`src/rtl/updown_mod_counter.sv`:
```
// Up/down modulo counter with synchronous clear/load, wrap or one-shot terminal behaviour.
// count, wrap and done are registered; tc is combinational from count and up.
module updown_mod_counter #(
    parameter int unsigned WIDTH   = 4,
    parameter int unsigned MOD_MAX = 15
) (
    input  logic             clk,
    input  logic             reset,
    input  logic             en,
    input  logic             up,
    input  logic             clear,
    input  logic             load,
    input  logic [WIDTH-1:0] load_val,
    input  logic             one_shot,
    output logic [WIDTH-1:0] count,
    output logic             tc,
    output logic             wrap,
    output logic             done
);

    localparam logic [WIDTH-1:0] MaxVal = WIDTH'(MOD_MAX);

    logic [WIDTH-1:0] count_d;
    logic             wrap_d;
    logic             done_d;
    logic             at_max;
    logic             at_zero;

    assign at_max  = (count == MaxVal);
    assign at_zero = (count == '0);
    assign tc      = up ? at_max : at_zero;

    always_comb begin
        count_d = count;
        wrap_d  = 1'b0;
        done_d  = done;
        if (clear) begin
            count_d = '0;
            done_d  = 1'b0;
        end else if (load) begin
            count_d = (load_val > MaxVal) ? MaxVal : load_val;
            done_d  = 1'b0;
        end else if (en && !done) begin
            // An out-of-range count can only come from a fault; recover to zero.
            if (count > MaxVal) begin
                count_d = '0;
            end else if (tc) begin
                if (one_shot) begin
                    done_d = 1'b1;
                end else begin
                    count_d = up ? '0 : MaxVal;
                    wrap_d  = 1'b1;
                end
            end else if (up) begin
                count_d = count + WIDTH'(1);
            end else begin
                count_d = count - WIDTH'(1);
            end
        end
    end

    always_ff @(posedge clk or negedge reset) begin
        if (!reset) begin
            count <= '0;
            wrap  <= 1'b0;
            done  <= 1'b0;
        end else begin
            count <= count_d;
            wrap  <= wrap_d;
            done  <= done_d;
        end
    end

endmodule

```
`config.mk`:
```
export PLATFORM = sky130hd
export DESIGN_NAME = updown_mod_counter
export DESIGN_NICKNAME = d
export VERILOG_FILES = /design/src/rtl/updown_mod_counter.sv
export SDC_FILE = /design/constraint.sdc
export NUM_CORES = 1
export LEC_CHECK = 0
export ABC_CLOCK_PERIOD_IN_PS = 2770
export CAP_MARGIN = 20
export CORE_MARGIN = 3
export CORE_UTILIZATION = 35
export DETAILED_ROUTE_END_ITERATION = 8
export PLACE_DENSITY = 0.66
export SLEW_MARGIN = 0
export SYNTH_ARGS = -nofsm -noshare
export SYNTH_HDL_FRONTEND = slang
export SYNTH_SLANG_ARGS = --single-unit
```
`constraint.sdc`:
```
create_clock -name clk -period 2.77 [get_ports clk]
set_clock_uncertainty 0.2 [all_clocks]
set_input_delay 0.277 -clock clk [delete_from_list [all_inputs] [get_ports clk]]
set_output_delay 0.277 -clock clk [all_outputs]
set_load 0.005 [all_outputs]
```
==> results.cfg <==
[run_status]
outcome = completed

[setup_path]
start_kind = input pin
required_ns = 2.29
worst_r2r_endpoint = count[3]
critical_path_class = input pin to primary output
ff2ff_setup_slack_ns = 0.54
r2r_cells = 5
worstPathMaxFanout = 6
arrival_ns = 2.06
startpoint = up
critPathCaptureType = primary output
r2r-start = count[1]

[timing]
max_freq_ghz = 0.3937
finalSetupViolCount = 0
finalHoldViolCount = 0
worst_pin_slew_ns = 0.4533
fin_tns_setup_ns = 0
slew_headroom_pct = 69.00
rsz0062_at_grt = false
post-route-period-util_pct = 91.69
period_minus_slack_ns = 2.540
drv_slew = 0

[routing]
num_vias = 515
ant_nets = 0
route.detailed.drc = 0
wl_per_cell_microns = 14.32
drt-total-wl_microns = 1346
drtIter0Drc = 4
via_per_inst = 5.479
dr.pass1.iters = 4

[grt]
grt_pass1_vias = 546
grt.total_usage_pct = 15.20
grt_pass1_wl_microns = 2235
antenna_found_initial = 0
grt_max_degree = 11
overflow = 0

[cts]
path_clk_slew_ns = 0.04
htreeDepth = 1
cts_buffer_depth = 2
clk-insertion-delay-late_ns = 0.24
root_buffer = clkbuf_4
post_cts_buffers = 0
cts_sinks = 6
holdBufCountCts = 0
cts_tree = yes
cts_made_buffers = 3
postCtsResizedCells = 0

[yosys]
synth_nets = 72
ys_seq_elements = 6
synthesis.area_sq_um = 518.0
ys.flop_type = dfrtp_1
yosysUniqueCellTypes = 35
syn_inst = 58
yosysSeqAreaShare_pct = 28.99
async_flop_share_pct = 100.0
synth_edf_count = 0
syn_area_per_cell_sq_um = 8.931
synth_warnings = 0

[place]
dp_cells = 91
port_buffers = 17
gp_congestion = 0.8046
dp_hpwl_microns = 1059

[layout]
diodes = 0
stdcell_count = 94
layout-drive-gt1-share_pct = 11.39
final_common_cell = clkdlybuf4s50_1
syn2layout_area_growth_pct = 42.27
final_nets = 95
mostFrequentLayoutCells = clkdlybuf4s50_1 (17), nand2_1 (6), dfrtp_1 (6)

[floorplanning]
die_area_sq_mm = 0.001978
chipHeight_microns = 44.47
initial_utilization_pct = 38.37
die_w_microns = 44.47
coreArea_sq_mm = 0.001350
rows = 13
ios = 18

[flow_run]
maxCapViolCount = 0

[hold_path]
min_path_type = input pin to asynchronous set/reset pin

[power]
leakage_nw = 0.3229
power_density_mw_per_mm2 = 390.4
peakVddDrop_v = 0.0001934
==> power breakdown <==
group | switching (mW) | internal (mW) | leakage [nW]
Combinational | 0.0454 | 0.0585 | 0.230
Clock | 0.0292 | 0.0488 | 0.0138
Sequential | 0.0107 | 0.0952 | 0.0796
Total | 0.0852 | 0.202 | 0.323
==> per-stage QoR <==
stage	worst slack [ns]	util [%]	hold slack, ns	cell area [sq um]	power (mW)
after detailed placement	0.1265	52.92	0.3331	714.4	0.2111
after global routing	0.1383	54.59	0.09005	737.0	0.3101
after CTS	0.2246	54.59	0.07501	737.0	0.2928
after floorplan	0.6675	-	-0.2186	518.0	0.1593
final	0.2303	54.59	0.07556	737.0	0.2877
after global placement	0.2288	52.92	0.3206	714.4	0.2100
==> cells by family after synthesis <==
kind of cell    share of synthesized area (%)
fa+ha+maj                               8.695
xor+xnor                                1.691
simple gates                            23.92
compound gates                          28.75
flops                                   28.98
buf+inv                                 5.795
mux                                     2.174
==> cell usage after synthesis (2+ instances only) <==
cell       n  area [sq um]
inv_1      4         15.01
and3_1     2         12.51
nand2_1    6         22.52
dfrtp_1    6         150.1
ha_1       2         25.02
a21oi_1    3         15.01
o21ai_0    4         20.02
a2111oi_0  2         17.52
nand2b_1   2         12.51
o21a_1     2         15.01
==> sequential cells by signal (all words and copies together), names as in the netlist <==
register,cells
count,4
done,1
wrap,1
==> routing by layer <==
| metal | vias to the layer above | track usage (%) | part of all wire [%] |
|---|---|---|---|
| li1 | 266 | - | - |
| met2 | 17 | 24.93 | 47 |
| met5 | - | 0 | 0 |
| met3 | 0 | 6.911 | 7.7 |
| met4 | 0 | 3.012 | 0 |
| met1 | 232 | 18.14 | 45 |
==> how the worst max path moves through the flow <==
stage / end / slack (ns) / cells after the start
floorplan: count[3] / 0.67 / 5
global placement: count[3] / 0.23 / 7
detailed placement: count[3] / 0.13 / 7
CTS: tc / 0.22 / 6
global route: tc / 0.14 / 6
finish: tc / 0.23 / 6
==> final cells by class <==
cell class	count	area, sq um
clock buffer	3	22.52
multi-input combinational	46	337.8
sequential	6	150.1
fill	140	613.1
tap	15	18.77
timing repair buffer	20	192.7
inverter	4	15.01
==> critical path, cell delays in order <==
cell and delay [ns]:
clkdlybuf4s50_1 0.41, buf_4 0.16, or4_4 0.45, nand2b_1 0.20, nand2_1 0.07, clkdlybuf4s50_1 0.50
Note: power is estimated with default switching activity, not from simulation.
